<file path="config.mk">
export PLATFORM = sky130hd
export DESIGN_NAME = pipe_stage_reg
export DESIGN_NICKNAME = d
export VERILOG_FILES = /design/src/rtl/pipe_pkg.sv /design/src/rtl/pipe_slot.sv /design/src/rtl/pipe_stage_reg.sv
export SDC_FILE = /design/constraint.sdc
export NUM_CORES = 1
export LEC_CHECK = 0
export ABC_AREA = 1
export CAP_MARGIN = 20
export CORE_MARGIN = 4
export CORE_UTILIZATION = 30
export CTS_CLUSTER_SIZE = 40
export DETAILED_ROUTE_END_ITERATION = 8
export PLACE_DENSITY_LB_ADDON = 0.05
export SLEW_MARGIN = 20
export SYNTH_ARGS = -nofsm -noshare
export SYNTH_HDL_FRONTEND = slang
export SYNTH_HIERARCHICAL = 1
export SYNTH_SLANG_ARGS = --single-unit
</file>
<file path="constraint.sdc">
create_clock -name clk -period 2.3 [get_ports clk]
set_clock_uncertainty 0.15 [all_clocks]
set_input_delay 0.46 -clock clk [delete_from_list [all_inputs] [get_ports clk]]
set_output_delay 0.46 -clock clk [all_outputs]
set_load 0.1 [all_outputs]
</file>
<file path="src/rtl/pipe_pkg.sv">
// Shared definitions for the inter-stage pipeline registers.
// Latency: n/a (package only).
// Backpressure: n/a (package only).
//
// Holds the skid-stage state encoding, the default widths used at each core
// stage boundary, the control-field bit positions shared by the decoder and
// the stages, and a saturating-increment helper for the optional counters.
package pipe_pkg;

  // State is the concatenation {skid_valid, main_valid}; 2'b10 cannot occur.
  typedef enum logic [1:0] {
    ST_EMPTY = 2'b00,
    ST_BUSY  = 2'b01,
    ST_FULL  = 2'b11
  } pipe_state_e;

  // Default widths per stage boundary.
  localparam int IFID_DATA_W  = 64;   // pc + instruction word
  localparam int IFID_CTRL_W  = 4;
  localparam int IDEX_DATA_W  = 128;  // pc + two operands + immediate
  localparam int IDEX_CTRL_W  = 12;
  localparam int EXMEM_DATA_W = 96;   // result + store data + pc
  localparam int EXMEM_CTRL_W = 12;
  localparam int MEMWB_DATA_W = 64;   // load/alu result + pc
  localparam int MEMWB_CTRL_W = 8;

  // Control-field bit positions.
  localparam int CTRL_WE_BIT    = 0;
  localparam int CTRL_LOAD_BIT  = 1;
  localparam int CTRL_STORE_BIT = 2;
  localparam int CTRL_RD_LSB    = 3;
  localparam int CTRL_RD_MSB    = 7;
  localparam int CTRL_TYPE_LSB  = 8;
  localparam int CTRL_TYPE_MSB  = 9;
  localparam int CTRL_MUX_LSB   = 10;
  localparam int CTRL_MUX_MSB   = 11;

  localparam int PERF_W = 32;

  // Increment that sticks at all-ones instead of wrapping.
  function automatic logic [PERF_W-1:0] sat_inc(input logic [PERF_W-1:0] v);
    return (v == {PERF_W{1'b1}}) ? v : v + {{(PERF_W-1){1'b0}}, 1'b1};
  endfunction

endpackage

</file>
<file path="src/rtl/pipe_slot.sv">
// One pipeline entry: valid bit, control vector and payload register.
// Latency: 1 cycle from load to visible contents.
// Backpressure: none internally; the parent decides when to load or clear.
//
// Ports: clk, rst (async active-low), flush (kill entry, highest priority),
//   load/ld_ctrl/ld_data (capture a new entry), clr (drop the entry),
//   valid/ctrl/data (current contents).
// ctrl is forced to zero whenever the entry is invalid so a bubble never
// carries stray write-enables; data is left alone on clear/flush.
module pipe_slot
  import pipe_pkg::*;
#(
  parameter int CTRL_W = 12,
  parameter int DATA_W = 128
) (
  input  logic              clk,
  input  logic              rst,
  input  logic              flush,
  input  logic              load,
  input  logic              clr,
  input  logic [CTRL_W-1:0] ld_ctrl,
  input  logic [DATA_W-1:0] ld_data,
  output logic              valid,
  output logic [CTRL_W-1:0] ctrl,
  output logic [DATA_W-1:0] data
);

  always_ff @(posedge clk or negedge rst) begin
    if (!rst) begin
      valid <= 1'b0;
      ctrl  <= '0;
    end else if (flush) begin
      valid <= 1'b0;
      ctrl  <= '0;
    end else if (load) begin
      valid <= 1'b1;
      ctrl  <= ld_ctrl;
    end else if (clr) begin
      valid <= 1'b0;
      ctrl  <= '0;
    end
  end

  // Payload has no bubble semantics; it only changes on a real load.
  always_ff @(posedge clk or negedge rst) begin
    if (!rst) begin
      data <= '0;
    end else if (load && !flush) begin
      data <= ld_data;
    end
  end

endmodule

</file>
<file path="src/rtl/pipe_stage_reg.sv">
// Parametrised inter-stage register with valid/ready handshake and flush.
// Latency: 1 cycle in->out when empty; strict FIFO order.
// Backpressure: SKID=1 two-entry skid, registered in_ready; SKID=0 single entry, in_ready = out_ready || !out_valid.
//
// Ports: clk, rst (async active-low), flush (sync kill, drops same-cycle input),
//   in_valid/in_ready/in_ctrl/in_data (upstream), out_valid/out_ready/out_ctrl/out_data (downstream).
// Optional macro PIPE_STAGE_PERF_EN adds stall_cnt and bubble_cnt (32-bit saturating).
module pipe_stage_reg
  import pipe_pkg::*;
#(
  parameter int DATA_W = 128,
  parameter int CTRL_W = 12,
  parameter int SKID   = 1
) (
  input  logic              clk,
  input  logic              rst,
  input  logic              flush,
  input  logic              in_valid,
  output logic              in_ready,
  input  logic [CTRL_W-1:0] in_ctrl,
  input  logic [DATA_W-1:0] in_data,
  output logic              out_valid,
  input  logic              out_ready,
  output logic [CTRL_W-1:0] out_ctrl,
  output logic [DATA_W-1:0] out_data
`ifdef PIPE_STAGE_PERF_EN
  ,
  output logic [31:0]       stall_cnt,
  output logic [31:0]       bubble_cnt
`endif
);

  logic              main_valid;
  logic [CTRL_W-1:0] main_ctrl;
  logic [DATA_W-1:0] main_data;
  logic              accept;
  logic              drain;

  // Flush swallows whatever upstream offers in the same cycle.
  assign accept = in_valid && in_ready && !flush;
  assign drain  = main_valid && out_ready;

  assign out_valid = main_valid;
  assign out_ctrl  = main_ctrl;
  assign out_data  = main_data;

  generate
    if (SKID != 0) begin : g_skid
      logic              skid_valid;
      logic [CTRL_W-1:0] skid_ctrl;
      logic [DATA_W-1:0] skid_data;
      pipe_state_e       state;
      logic              main_load;
      logic              main_clr;
      logic              main_from_skid;
      logic              skid_load;
      logic              skid_clr;
      logic [CTRL_W-1:0] main_ld_ctrl;
      logic [DATA_W-1:0] main_ld_data;

      assign state = pipe_state_e'({skid_valid, main_valid});

      // skid_valid is a flop, so in_ready carries no combinational path
      // from out_ready; it is low exactly in FULL.
      assign in_ready = !skid_valid;

      always_comb begin
        main_load      = 1'b0;
        main_clr       = 1'b0;
        main_from_skid = 1'b0;
        skid_load      = 1'b0;
        skid_clr       = 1'b0;
        case (state)
          ST_EMPTY: begin
            main_load = accept;
          end
          ST_BUSY: begin
            if (accept && !drain) begin
              skid_load = 1'b1;
            end else if (accept && drain) begin
              main_load = 1'b1;
            end else if (drain) begin
              main_clr = 1'b1;
            end
          end
          ST_FULL: begin
            // Skid entry is older than anything upstream, so it refills main.
            if (drain) begin
              main_load      = 1'b1;
              main_from_skid = 1'b1;
              skid_clr       = 1'b1;
            end
          end
          default: begin
          end
        endcase
      end

      assign main_ld_ctrl = main_from_skid ? skid_ctrl : in_ctrl;
      assign main_ld_data = main_from_skid ? skid_data : in_data;

      pipe_slot #(.CTRL_W(CTRL_W), .DATA_W(DATA_W)) u_main (
        .clk     (clk),
        .rst     (rst),
        .flush   (flush),
        .load    (main_load),
        .clr     (main_clr),
        .ld_ctrl (main_ld_ctrl),
        .ld_data (main_ld_data),
        .valid   (main_valid),
        .ctrl    (main_ctrl),
        .data    (main_data)
      );

      pipe_slot #(.CTRL_W(CTRL_W), .DATA_W(DATA_W)) u_skid (
        .clk     (clk),
        .rst     (rst),
        .flush   (flush),
        .load    (skid_load),
        .clr     (skid_clr),
        .ld_ctrl (in_ctrl),
        .ld_data (in_data),
        .valid   (skid_valid),
        .ctrl    (skid_ctrl),
        .data    (skid_data)
      );
    end else begin : g_noskid
      logic main_clr;

      assign in_ready = out_ready || !main_valid;
      assign main_clr = drain && !accept;

      pipe_slot #(.CTRL_W(CTRL_W), .DATA_W(DATA_W)) u_main (
        .clk     (clk),
        .rst     (rst),
        .flush   (flush),
        .load    (accept),
        .clr     (main_clr),
        .ld_ctrl (in_ctrl),
        .ld_data (in_data),
        .valid   (main_valid),
        .ctrl    (main_ctrl),
        .data    (main_data)
      );
    end
  endgenerate

`ifdef PIPE_STAGE_PERF_EN
  logic [PERF_W-1:0] stall_q;
  logic [PERF_W-1:0] bubble_q;

  // Survive flush on purpose: they measure the whole run, not one window.
  always_ff @(posedge clk or negedge rst) begin
    if (!rst) begin
      stall_q  <= '0;
      bubble_q <= '0;
    end else begin
      if (in_valid && !in_ready) begin
        stall_q <= sat_inc(stall_q);
      end
      if (!main_valid) begin
        bubble_q <= sat_inc(bubble_q);
      end
    end
  end

  assign stall_cnt  = stall_q;
  assign bubble_cnt = bubble_q;
`endif

endmodule

</file>
==> reports/summary.log <==
[global_route] maximum number of pins on one net before global-route repair 90
[critical_path] first element of the critical path g_skid.u_skid/valid
[yosys] cell types with the largest area share after synthesis sky130_fd_sc_hd__dfrtp_1, sky130_fd_sc_hd__nand2_1, sky130_fd_sc_hd__nand4_1, sky130_fd_sc_hd__buf_2, sky130_fd_sc_hd__nand3_1
[critical_path] terminus of the critical flop-to-flop path g_skid.u_skid/data[93]
[floorplanning] row count 75
[yosys] synthesized instance count 1694
[timing] final setup violation count 0
[routing] number of optimization iterations in the first detailed-route pass 5
[critical_path] type of element capturing the critical path output pin
[yosys] #FFs+latches synth 282
[critical_path] worst setup path endpoint in_ready
[yosys] area share of the largest cell type after synthesis 54.5%
[global_route] global router's overall resource usage 19.0%
[floorplanning] Die H 216 microns
[timing] crit path time final 1.98 ns
[yosys] cell taking the most area after synthesis sky130_fd_sc_hd__dfrtp_1
[finish] post-route cell area 0.0174 sq mm
[placement] Post-Place Cell Area 0.0163 sq mm
[finish] core utilization of the finished layout 41.2%
[critical_path] highest-delay cell along the critical path sky130_fd_sc_hd__dfrtp_4
[yosys] summed instance area of the synthesized netlist 0.0130 sq mm
[placement] final RePlAce weighted congestion 0.747
[routing] via count of the routed design 11900
[yosys] synthesized area per cell 7.65 sq um
[timing] hold violation total from the final report 0
[run] max capacitance violation total 0
[yosys] number of enable flip-flop cells after synthesis 0
[critical_path] CP Launch Type register
[timing] Post-Route Setup TNS 0 ns
[finish] layout cells sized above 1 13.1%
[run_status] status completed
[global_route] Remaining Overflow, GRT 0
[pwr] power density normalized to cell area 1090 mW/mm^2
[clocking] number of instances resized during post-cts repair 0
[placement] placed cell count 2483
[clocking] clock insertion delay at the later pin of the skew report 0.54 ns
[finish] Area growth syn-to-layout 34.6%
[clocking] number of hold-repair buffers added at the cts stage 1
[critical_path] worst path arrival time 1.37 ns
[timing] final period utilization 86.2%
[placement] Placement Setup Slack 0.0897 ns
[floorplanning] die outline area 0.0466 sq mm
[clocking] CTS tree yes
[yosys] asr flop ratio synth 100%
[critical_path] Reg2Reg Launch Point g_skid.u_skid/valid
[yosys] number of distinct library cell variants in the gate-level netlist after synthesis 15
[global_route] wire length of the first global-routing pass 70900 microns
[yosys] prevailing post-synth register cell sky130_fd_sc_hd__dfrtp_1
[critical_path] Crit Path Max Fanout 7
[yosys] number of nets produced by synthesis 1839
[clocking] clock-pin slew reported for the worst setup and hold paths after clock tree synthesis 0.06 ns
[clocking] CTS root buf sky130_fd_sc_hd__clkbuf_16
[timing] achievable clock frequency 504 MHz
[pwr] IR Drop Worst-Case VDD 0.000684 V
[routing] routed wire length 44900 microns
[critical_path] Worst R2R Path Depth 8
[critical_path] worst-path cell chain clkinvlp_4 > buf_12
[global_route] vias in the first global route 11800
[routing] DR vias/cell 4.67
[routing] # DRC 0
[critical_path] Setup CP Type reg -> out
[global_route] antenna violations before repair 3
[timing] unrepaired setup endpoints after global routing no
[clocking] Post CTS Setup Buffer Count 0
[routing] per-cell routed wire length 17.6 microns
[timing] max-slew violation total from the final report 0
[yosys] warning count from the yosys run 6
[clocking] TritonCTS buffer count 36
[pwr] static leakage power 0.00943 uW
[clocking] H-Tree Level Count 2
[critical_path] cell type group with the largest total delay on the critical path flip-flops
[finish] final std cells w/o fill 2549
[floorplanning] total core area 0.0423 sq mm
[critical_path] Critical Path Max Stage Delay 0.53 ns
[clocking] Longest Clk Path Bufs 3
[yosys] Seq/Total Area, Yosys 54.5%
[critical_path] Required @ worst endpoint 1.69 ns
[timing] final critical-path setup slack 0.318 ns
[routing] final antenna-violating net count 0
[floorplanning] num ports 287
[critical_path] number of buffer and inverter stages on the critical path 2
[floorplanning] initial standard-cell utilization of the core 30.6%
[routing] drt initial violations 810
[placement] Detail Placement HPWL 27800 microns
[timing] slew margin rel. 33.3%
[placement] count of buffers inserted at the top-level ports 286
[critical_path] total number of cells along the worst setup path 2
[finish] final net count 2090
[timing] measured slew at the worst slew-check pin 1.00 ns
[critical_path] r2r setup slk 0.36 ns
[clocking] Clock Sinks 282
[worst_hold_path] Tightest Hold Check Type in -> reg
[floorplanning] Die Span X 216 microns
cell type report:
cell class | count | area [sq um]
Inverter | 8 | 33.8
Fill cell | 4390 | 24900
Timing Repair Buffer | 338 | 3240
Sequential cell | 282 | 7060
Antenna cell | 1 | 2.50
Clock buffer | 55 | 1050
Multi-Input combinational cell | 1279 | 5230
Tap cell | 577 | 722
Clock inverter | 9 | 81.3
routing by layer:
metal | GRT usage, % | vias up | share of wire (%)
li1 | - | 5841 | -
met1 | 27.1 | 5699 | 47
met2 | 29.8 | 321 | 46
met3 | 4.05 | 43 | 5.4
met4 | 4.53 | 4 | 1.8
met5 | 0 | - | 0.060
logic make-up after synthesis:
group | Yosys count | share of synthesized area (%)
AND/OR/NAND/NOR | 1278 | 40.1
flip-flops | 282 | 54.5
buffers and inverters | 133 | 5.38
AO/OA/AOI/OAI | 1 | 0.0386
Yosys cell counts, types with 2 or more instances:
library cell,instances
sky130_fd_sc_hd__inv_2,4
sky130_fd_sc_hd__nand3_1,26
sky130_fd_sc_hd__nand4_1,140
sky130_fd_sc_hd__nor2_1,4
sky130_fd_sc_hd__nor2_2,2
sky130_fd_sc_hd__dfrtp_1,282
sky130_fd_sc_hd__buf_6,10
sky130_fd_sc_hd__nand2_1,1104
sky130_fd_sc_hd__buf_2,86
sky130_fd_sc_hd__inv_1,4
sky130_fd_sc_hd__buf_4,4
sky130_fd_sc_hd__clkbuf_1,25
cells in the final DEF (no fill, tap or decap), drive strengths merged:
master         instances
nor2                   6
clkinvlp               1
dlygate4sd3            1
clkdlybuf4s50        142
clkbuf                55
inv                   10
nand3                 27
nand2               1104
bufinv                 1
diode                  1
clkinv                 5
buf                  195
nand3b                 1
o21ai                  1
dfrtp                282
nand4                140
registers in the layout, indices dropped and copies added (netlist names):
name and cells:
g_skid.u_main/ctrl 12, g_skid.u_skid/ctrl 12, g_skid.u_skid/data 128, g_skid.u_skid/valid 1, g_skid.u_main/valid 1, g_skid.u_main/data 128
worst min path at each step:
stage	from	end	slack [ns]	cells past startpoint
detailed placement	rst	g_skid.u_main/data[104]	0.27	1
finish	out_ready	g_skid.u_main/data[125]	0.24	5
CTS	out_ready	g_skid.u_main/data[125]	0.20	5
global route	out_ready	g_skid.u_main/data[11]	0.24	5
global placement	rst	g_skid.u_main/data[104]	0.27	1
floorplan	rst	g_skid.u_main/ctrl[0]	0.01	0
tightest hold or removal path: cells and delay by family:
| family | cells | cell delay [ns] |
|---|---|---|
| buffers and inverters | 1 | 0.17 |
| and+or+nand+nor | 4 | 0.24 |
metrics by stage:
step | hold slack, ns | total power [uW]
3_3_place_gp | 0.271 | 13600
3_5_place_dp | 0.272 | 13700
2_1_floorplan | 0.0144 | 11700
6_report | 0.236 | 19000
4_1_cts | 0.200 | 19300
5_1_grt | 0.237 | 19900
where the power goes:
| group | internal, uW | switching, uW | leakage [uW] | total, uW |
|---|---|---|---|---|
| combinational | 1500 | 5440 | 0.00524 | 6950 |
| clock | 3280 | 2200 | 0.000561 | 5480 |
| sequential | 5980 | 619 | 0.00363 | 6600 |
| total | 10800 | 8260 | 0.00943 | 19000 |
No activity file was read; power rests on OpenSTA's default activity.
